==> src/rtl/bp_bimodal_btb.sv <==
// IF-stage branch predictor: bimodal saturating-counter table for B-type branches
// plus a direct-mapped BTB for JALR targets, trained from EX resolution.
module bp_bimodal_btb #(
  parameter int BHT_IDX_W = 6,
  parameter int BTB_IDX_W = 4,
  parameter int CNT_W     = 2,
  parameter int CNT_INIT  = 1,
  parameter int PERF_W    = 32
) (
  input  logic              clk,
  input  logic              rst,
  input  logic [31:0]       inst_i,
  input  logic [31:0]       inst_addr_i,
  output logic              isbranch_o,
  output logic [31:0]       branch_addr_o,
  input  logic              upd_valid_i,
  input  logic [31:0]       upd_pc_i,
  input  logic              upd_is_cond_i,
  input  logic              upd_is_jalr_i,
  input  logic              upd_taken_i,
  input  logic [31:0]       upd_target_i,
  input  logic              upd_mispred_i,
  input  logic              perf_clr_i,
  output logic [PERF_W-1:0] perf_resolved_o,
  output logic [PERF_W-1:0] perf_mispred_o
);
  localparam int BHT_N = 1 << BHT_IDX_W;
  localparam int BTB_N = 1 << BTB_IDX_W;
  localparam int TAG_W = 32 - BTB_IDX_W - 2;
  localparam logic [CNT_W-1:0] CNT_RST = CNT_W'(CNT_INIT);
  localparam logic [CNT_W-1:0] CNT_MAX = '1;
  localparam logic [6:0] OPC_BR   = 7'b1100011;
  localparam logic [6:0] OPC_JAL  = 7'b1101111;
  localparam logic [6:0] OPC_JALR = 7'b1100111;

  logic [CNT_W-1:0] r_cnt     [BHT_N];
  logic [BTB_N-1:0] r_btb_vld;
  logic [TAG_W-1:0] r_btb_tag [BTB_N];
  logic [31:0]      r_btb_tgt [BTB_N];
  logic [PERF_W-1:0] r_perf_res, r_perf_mis;

  logic [6:0]           w_opc;
  logic [2:0]           w_f3;
  logic [31:0]          w_b_imm, w_j_imm;
  logic [BHT_IDX_W-1:0] w_bht_idx, w_upd_bht_idx;
  logic [BTB_IDX_W-1:0] w_btb_idx, w_upd_btb_idx;
  logic [TAG_W-1:0]     w_tag, w_upd_tag;
  logic                 w_btb_wr;
  logic                 w_unused;

  assign w_opc   = inst_i[6:0];
  assign w_f3    = inst_i[14:12];
  assign w_b_imm = {{20{inst_i[31]}}, inst_i[7], inst_i[30:25], inst_i[11:8], 1'b0};
  assign w_j_imm = {{12{inst_i[31]}}, inst_i[19:12], inst_i[20], inst_i[30:21], 1'b0};

  assign w_bht_idx     = inst_addr_i[BHT_IDX_W+1:2];
  assign w_btb_idx     = inst_addr_i[BTB_IDX_W+1:2];
  assign w_tag         = inst_addr_i[31:BTB_IDX_W+2];
  assign w_upd_bht_idx = upd_pc_i[BHT_IDX_W+1:2];
  assign w_upd_btb_idx = upd_pc_i[BTB_IDX_W+1:2];
  assign w_upd_tag     = upd_pc_i[31:BTB_IDX_W+2];
  assign w_unused      = &{1'b0, inst_addr_i[1:0], upd_pc_i[1:0]};

  // Lookup reads table state directly: an update in the same cycle is not bypassed.
  always_comb begin
    isbranch_o    = 1'b0;
    branch_addr_o = '0;
    case (w_opc)
      OPC_BR:
        if (w_f3 != 3'b010 && w_f3 != 3'b011 && r_cnt[w_bht_idx][CNT_W-1]) begin
          isbranch_o    = 1'b1;
          branch_addr_o = inst_addr_i + w_b_imm;
        end
      OPC_JAL: begin
        isbranch_o    = 1'b1;
        branch_addr_o = inst_addr_i + w_j_imm;
      end
      OPC_JALR:
        if (w_f3 == 3'b000 && r_btb_vld[w_btb_idx] && r_btb_tag[w_btb_idx] == w_tag) begin
          isbranch_o    = 1'b1;
          branch_addr_o = r_btb_tgt[w_btb_idx];
        end
      default: ;
    endcase
  end

  always_ff @(posedge clk or negedge rst) begin
    if (!rst) begin
      for (int i = 0; i < BHT_N; i++) r_cnt[i] <= CNT_RST;
    end else if (upd_valid_i && upd_is_cond_i) begin
      if (upd_taken_i && r_cnt[w_upd_bht_idx] != CNT_MAX)
        r_cnt[w_upd_bht_idx] <= r_cnt[w_upd_bht_idx] + 1'b1;
      else if (!upd_taken_i && r_cnt[w_upd_bht_idx] != '0)
        r_cnt[w_upd_bht_idx] <= r_cnt[w_upd_bht_idx] - 1'b1;
    end
  end

  // A cond+jalr update is malformed; it trains the counter only.
  assign w_btb_wr = upd_valid_i && upd_is_jalr_i && upd_taken_i && !upd_is_cond_i;

  always_ff @(posedge clk or negedge rst) begin
    if (!rst) r_btb_vld <= '0;
    else if (w_btb_wr) r_btb_vld[w_upd_btb_idx] <= 1'b1;
  end

  always_ff @(posedge clk) begin
    if (w_btb_wr) begin
      r_btb_tag[w_upd_btb_idx] <= w_upd_tag;
      r_btb_tgt[w_upd_btb_idx] <= upd_target_i;
    end
  end

  always_ff @(posedge clk or negedge rst) begin
    if (!rst) begin
      r_perf_res <= '0;
      r_perf_mis <= '0;
    end else if (perf_clr_i) begin
      r_perf_res <= '0;
      r_perf_mis <= '0;
    end else if (upd_valid_i) begin
      r_perf_res <= r_perf_res + 1'b1;
      if (upd_mispred_i) r_perf_mis <= r_perf_mis + 1'b1;
    end
  end

  assign perf_resolved_o = r_perf_res;
  assign perf_mispred_o  = r_perf_mis;
endmodule

==> config.mk <==
export PLATFORM = sky130hd
export DESIGN_NAME = bp_bimodal_btb
export DESIGN_NICKNAME = d
export VERILOG_FILES = /design/src/rtl/bp_bimodal_btb.sv
export SDC_FILE = /design/constraint.sdc
export NUM_CORES = 1
export LEC_CHECK = 0
export CAP_MARGIN = 20
export CORE_MARGIN = 2
export CORE_UTILIZATION = 25
export DETAILED_ROUTE_END_ITERATION = 10
export PLACE_DENSITY = 0.39
export SLEW_MARGIN = 40
export SYNTH_ARGS = -nofsm -noshare
export SYNTH_HDL_FRONTEND = slang
export SYNTH_SLANG_ARGS = --single-unit
==> constraint.sdc <==
create_clock -name clk -period 6.75 [get_ports clk]
set_clock_uncertainty 0.05 [all_clocks]
set_input_delay 1.35 -clock clk [delete_from_list [all_inputs] [get_ports clk]]
set_output_delay 1.35 -clock clk [all_outputs]
set_load 0.005 [all_outputs]
## After elaboration in Yosys (flattened, before gate mapping)

Memories as Yosys holds them, arrays and structs flattened.
Index checks and enable logic that the tools add are counted.
Widths: inputs -> output; s select.

- Register bits: 208
- Memory bits (writable): 928
- Input port bits: 136
- Output and inout bits: 97
- Word-level logic and storage cells: 141
- Memories kept: 2

- $add $sub $neg: 6
- Magnitude comparators: 6
- Equal/unequal tests: 7
- Multiplexer cells: 29
- Bitwise gates (word level): 3
- Reduce and logical (&&, ||, !) cells: 21

Memory list:

| name | words | bits a word | read ports | clocked after Yosys merged registers in | write ports | line | RTL |
|---|---|---|---|---|---|---|---|
| r_btb_tgt | 16 | 32 | 1 | 0 | 1 | 39 | `logic [31:0] r_btb_tgt [BTB_N];` |
| r_btb_tag | 16 | 26 | 1 | 0 | 1 | 38 | `logic [TAG_W-1:0] r_btb_tag [BTB_N];` |

Operators by type and width:

| cell | count |
|---|---|
| $bwmux 128 | 2 |
| $mux 128 | 2 |
| $mux 32 | 7 |
| $pmux 32 s3 | 1 |
| $add 32x1->32 const B | 2 |
| $add 32x32->32 | 2 |
| $eq 26x26->1 | 1 |
| $bmux 2 s6 | 2 |
| $eq 7x7->1 const B | 3 |
| $or 16x16->16 | 1 |
| $ge 7x7->1 const B | 2 |
| $not 6->7 | 2 |
| $demux 2 s6 | 1 |
| $logic_and 1x1->1 | 12 |
| $lt 4x5->1 const B | 2 |
| $mux 2 | 5 |
| $reduce_bool 2->1 | 4 |
| $lt 7x1->1 const B | 1 |
| $mux 1 | 6 |
| $ne 3x2->1 const B | 2 |
| $bmux 1 s4 | 1 |
| $demux 1 s4 | 1 |
| $ge 4x1->1 const B | 1 |
| $reduce_and 2->1 | 2 |
| 6 further kinds | 7 |

## Longest topological paths before layout

- Word-level depth: 8
- Mapped depth: 18
- Mapped depth without buffers: 14

## Worst setup path after synthesis

OpenSTA, ideal clock, no wires.

- Path kind: input to register
- Start: input port upd_pc_i[2]
- End: memory r_btb_tag[13][0] in the netlist's numbering, enable pin
- Setup time: 475 ps
- Arrival time: 5574 ps
- Required time: 6225 ps
- Path slack: 651 ps
- Stages on the path: 8
- Buffers on the path: 5
- Path through: buf_2 -> buf_2 -> clkbuf_1 -> clkbuf_1 -> nand2_1 -> or2_2 -> clkbuf_1 -> nor2_1

RTL lines:

| what | line | RTL |
|---|---|---|
| start: declaration | 17 | `input logic [31:0] upd_pc_i,` |
| end: declaration | 38 |  |

Straight into the memory's write port.

## Worst setup path after layout

- Start: input port inst_addr_i[2]
- End: output port branch_addr_o[5]

- Longest elaborated chain between the ends: 7
- Elaborated cells between the ends (all ways): 17
- Classes of those cells: add/sub (2); eq/ne (1); mux (8); bitwise (1); reduce/logical (3); memory (2)

RTL lines:

| what | line | RTL |
|---|---|---|
| start: declaration | 13 | `input logic [31:0] inst_addr_i,` |
| $not 6->7 (not written as such) | 70 | `if (w_f3 != 3'b010 && w_f3 != 3'b011 && r_cnt[w_bht_idx][CNT_W-1]) begin` |
| $bmux 2 s6 | 70 |  |
| $mux 2 (not written as such) (2 in series) | 70 |  |
| $logic_and 1x1->1 | 70 |  |
| $mux 32 | 70 |  |
| $pmux 32 s3 (*) | 68 | `case (w_opc)` |
| end: declaration | 15 | `output logic [31:0] branch_addr_o,` |

Every way passes the cells marked *; elsewhere a longest branch is shown, timed or not. The select of a mux whose other input is x is not followed.

==> impl_metrics.csv <==
group,metric,value,unit
pwr,switching_share,23.47,%
logic_synthesis,synth_common_cells,"928 x edfxtp_1, 314 x mux4_2, 185 x nor2_1, 153 x nand2_1, 144 x dfrtp_1",
timing,max-slew-margin-rel,45.26,%
logic_synthesis,synth.most_common_cell,"edfxtp_1",
clock_network,path_clk_slew,0.05,ns
logic_synthesis,synth_cell_type_count,79,
die,rows,162,
clock_network,clk_latency,0.78,ns
logic_synthesis,synthArstFlopShare,18.31,%
global_route,grt_max_degree,115,
die,dieArea,200300,µm²
clock_network,root_buffer,"clkbuf_16",
worst_setup_path,cp-end-kind,"output pin",
job,cap_violations,0,
global_route,met2_usage,27.61,%
global_route,grt_pass1_vias,28952,
die,start_util,25.20,%
drt,first_pass_iters,5,
drt,drc,0,
placement,io_buffer_count,230,
placement,dp_hpwl,101100,µm
logic_synthesis,yosysTopAreaCell,"edfxtp_1",
logic_synthesis,synthesis.nets,3067,
timing,fin_setup_tns,0,ns
worst_setup_path,cp.arrival,5.21,ns
die,die_h,447.5,µm
layout,drive_gt1_share,26.09,%
timing,hold_viol_final,0,
pwr,p_leak,20.50,nW
clock_network,holdBufCountCts,0,
pwr,power.internal,12.38,mW
timing,tightest_slew,0.8186,ns
timing,rsz0062_at_grt,"no",
logic_synthesis,synth_area_leaders,"edfxtp_1 57%, mux4_2 14%, dfrtp_1 7.3%",
global_route,grtUsageMet1,20.08,%
clock_network,cts_tree,"yes",
global_route,grt_pass1_wl,225100,µm
logic_synthesis,synth_edf_count,928,
layout,area_growth_syn_to_layout,23.07,%
clock_network,cts_sinks,1136,
drt,drt_iter0_markers,2125,
pwr,share_comb_of_total_power,8.5,%
status,status,"completed",
die,die_w,447.5,µm
timing,period_needed,6.609,ns
global_route,antenna_found_initial,20,
logic_synthesis,synth.yosys.warnings,0,
logic_synthesis,netlist_instances,2882,
clock_network,cts.path.max_buffers,3,
global_route,busiest_layer,"met2",
logic_synthesis,ys.flop_type,"edfxtp_1",
pwr,switching_power,3.797,mW
global_route,grtUsageMet3,2.836,%
drt,vias,27809,
logic_synthesis,avgSynthCellArea,17.07,µm²
pwr,clkPwrFrac,43.5,%
timing,drv_slew,0,
layout,final_util,31.01,%
logic_synthesis,ys_seq_elements,1136,
global_route,grtUsageTotal,15.86,%
worst_setup_path,crit_type,"in -> out",
drt,via_per_inst,4.609,
logic_synthesis,netlist.area_leader.share,56.66,%
die,core_area,195200,µm²
worst_setup_path,crit_fanout,33,
timing,max_freq,0.1513,GHz
die,num_io_pins,233,
pwr,power.density,267.2,nW/µm²
hold_path,holdCritPathClass,"reg -> reg",
timing,setup_violations,0,
logic_synthesis,syn_area,49180,µm²
timing,finalCritPeriodShare,97.91,%
drt,postRouteAntennaNets,0,
pwr,pwr-share-seq,48.0,%
global_route,gr-total-overflow,0,
pwr,irDropWorstVdd,0.2494,mV
clock_network,numCtsBuffers,137,
layout,num-fill-cells,19111,
layout,nets,3492,
drt,wirelength,159400,µm
drt,wl_per_cell,26.41,µm
logic_synthesis,synth_seq_area_share,67.40,%
worst_setup_path,start_kind,"input pin",
worst_setup_path,cp.required,5.35,ns
clock_network,cts.htree.levels,4,
placement,place_congestion,0.8368,
-- sequential cells by signal, indices dropped and copies added (netlist names), named ones only --
name	cells
perf_resolved_o	32
perf_mispred_o	32
r_btb_vld	16
r_btb_tag	416
r_btb_tgt	512
r_cnt	64
-- power groups by stage --
stage / sequential, mW / clock, mW / combinational, mW
after floorplan: 7.88 / 0 / 0.748
after global placement: 7.90 / 0 / 1.40
after detailed placement: 7.90 / 0 / 1.40
after CTS: 7.76 / 7.27 / 1.40
after global routing: 7.77 / 7.52 / 1.49
final: 7.76 / 7.04 / 1.37
-- area by class of cell --
type | instances | area (µm²) | share of cell area, %
inverter | 52 | 197.7 | 0.3266
clock inverter | 66 | 575.6 | 0.9509
timing repair buffer | 427 | 4308 | 7.117
sequential | 1136 | 33150 | 54.77
antenna | 2 | 5.005 | 0.008269
multi-input combinational | 1553 | 15350 | 25.36
tap | 2624 | 3283 | 5.424
clock buffer | 174 | 3660 | 6.046
-- per-layer routing --
layer	share of wire [%]	wire length, µm
met1	43	67970
met2	51	80950
met3	3.9	6178
met4	2.6	4181
met5	0.061	97
-- cell families (layout without fill, tap and decap cells) --
kind of cell             count (synthesis)  after routing  synth area share (%)
adder cells (fa/ha/maj)                 49             49                 1.277
multiplexers                           463            463                 17.59
AO/OA/AOI/OAI                          379            379                 4.864
other                                    0              2                     0
XOR/XNOR                               105            105                 1.870
AND/OR/NAND/NOR                        557            557                 5.314
buffers and inverters                  193            719                 1.676
flip-flops                            1136           1136                 67.40
-- worst max-delay path, cell delays in order --
cell,delay [ns]
buf_8,0.29
buf_6,0.31
mux4_2,0.54
mux2i_1,0.24
xnor2_1,0.10
nor4_1,0.46
nand3_1,0.17
a32oi_1,0.24
nand4_1,0.18
buf_12,0.21
o21ai_1,0.27
buf_4,0.19
clkdlybuf4s50_1,0.50
-- worst paths after layout --
| path | slack, ns | cells past startpoint | to | from |
|---|---|---|---|---|
| setup / recovery | 0.14 | 13 | branch_addr_o[5] | inst_addr_i[2] |
| hold / removal | 0.41 | 1 | r_btb_vld[4]$_DFFE_PN0P_ | r_btb_vld[4]$_DFFE_PN0P_ |
| setup reg to reg | 2.37 | 12 | r_cnt[15]$_DFFE_PN0P_ | register |
| hold reg to reg | 0.41 | 1 | r_btb_vld[4]$_DFFE_PN0P_ | r_btb_vld[4]$_DFFE_PN0P_ |
| max in group asynchronous | 4.89 | 2 | r_btb_vld[15]$_DFFE_PN0P_ | rst |
| min in group asynchronous | 0.50 | 1 | perf_mispred_o[17]$_DFFE_PN0P_ | rst |
-- per-stage QoR --
step	std cells	hold slack (ns)	total power, mW	instance area, µm²	setup slack [ns]
6_report	6034	0.4104	16.17	60530	0.1408
5_1_grt	6034	0.4180	16.78	60530	0.009950
4_1_cts	6031	0.4125	16.44	60490	0.04363
3_5_place_dp	5791	0.3984	9.299	56250	0.01682
3_3_place_gp	5789	0.3968	9.298	56190	0.04401
2_1_floorplan	2882	0.3837	8.631	49180	0.6511
-- placed cells by master (no fill, tap or decap), types with 16 or more instances in the layout --
cell type and n:
buf_4 157, ha_1 47, o21ai_0 92, clkdlybuf4s50_1 221, or2_2 22, clkbuf_16 142, a211oi_1 17, and3_1 18
a22oi_1 19, a21o_1 21, a21oi_1 101, nand4_1 26, edfxtp_1 928, mux2_2 72, xnor2_1 40, o211ai_1 17
clkinv_1 28, dfrtp_1 144, clkinv_2 17, nand3_1 41, buf_12 36, nor2_1 169, mux2i_1 77, inv_1 49
nor3_1 26, xor2_1 64, mux4_2 314, dfstp_2 64, nand2_1 153, clkbuf_1 30, nor2_4 16
-- repair_timing --
item,in CTS,in global routing
hold endpoints to repair,0,0
setup endpoints to repair,1,13
pin swaps,0,0
buffers inserted,0,0
resized for setup,1,1
(Power assumes the default switching activity.)
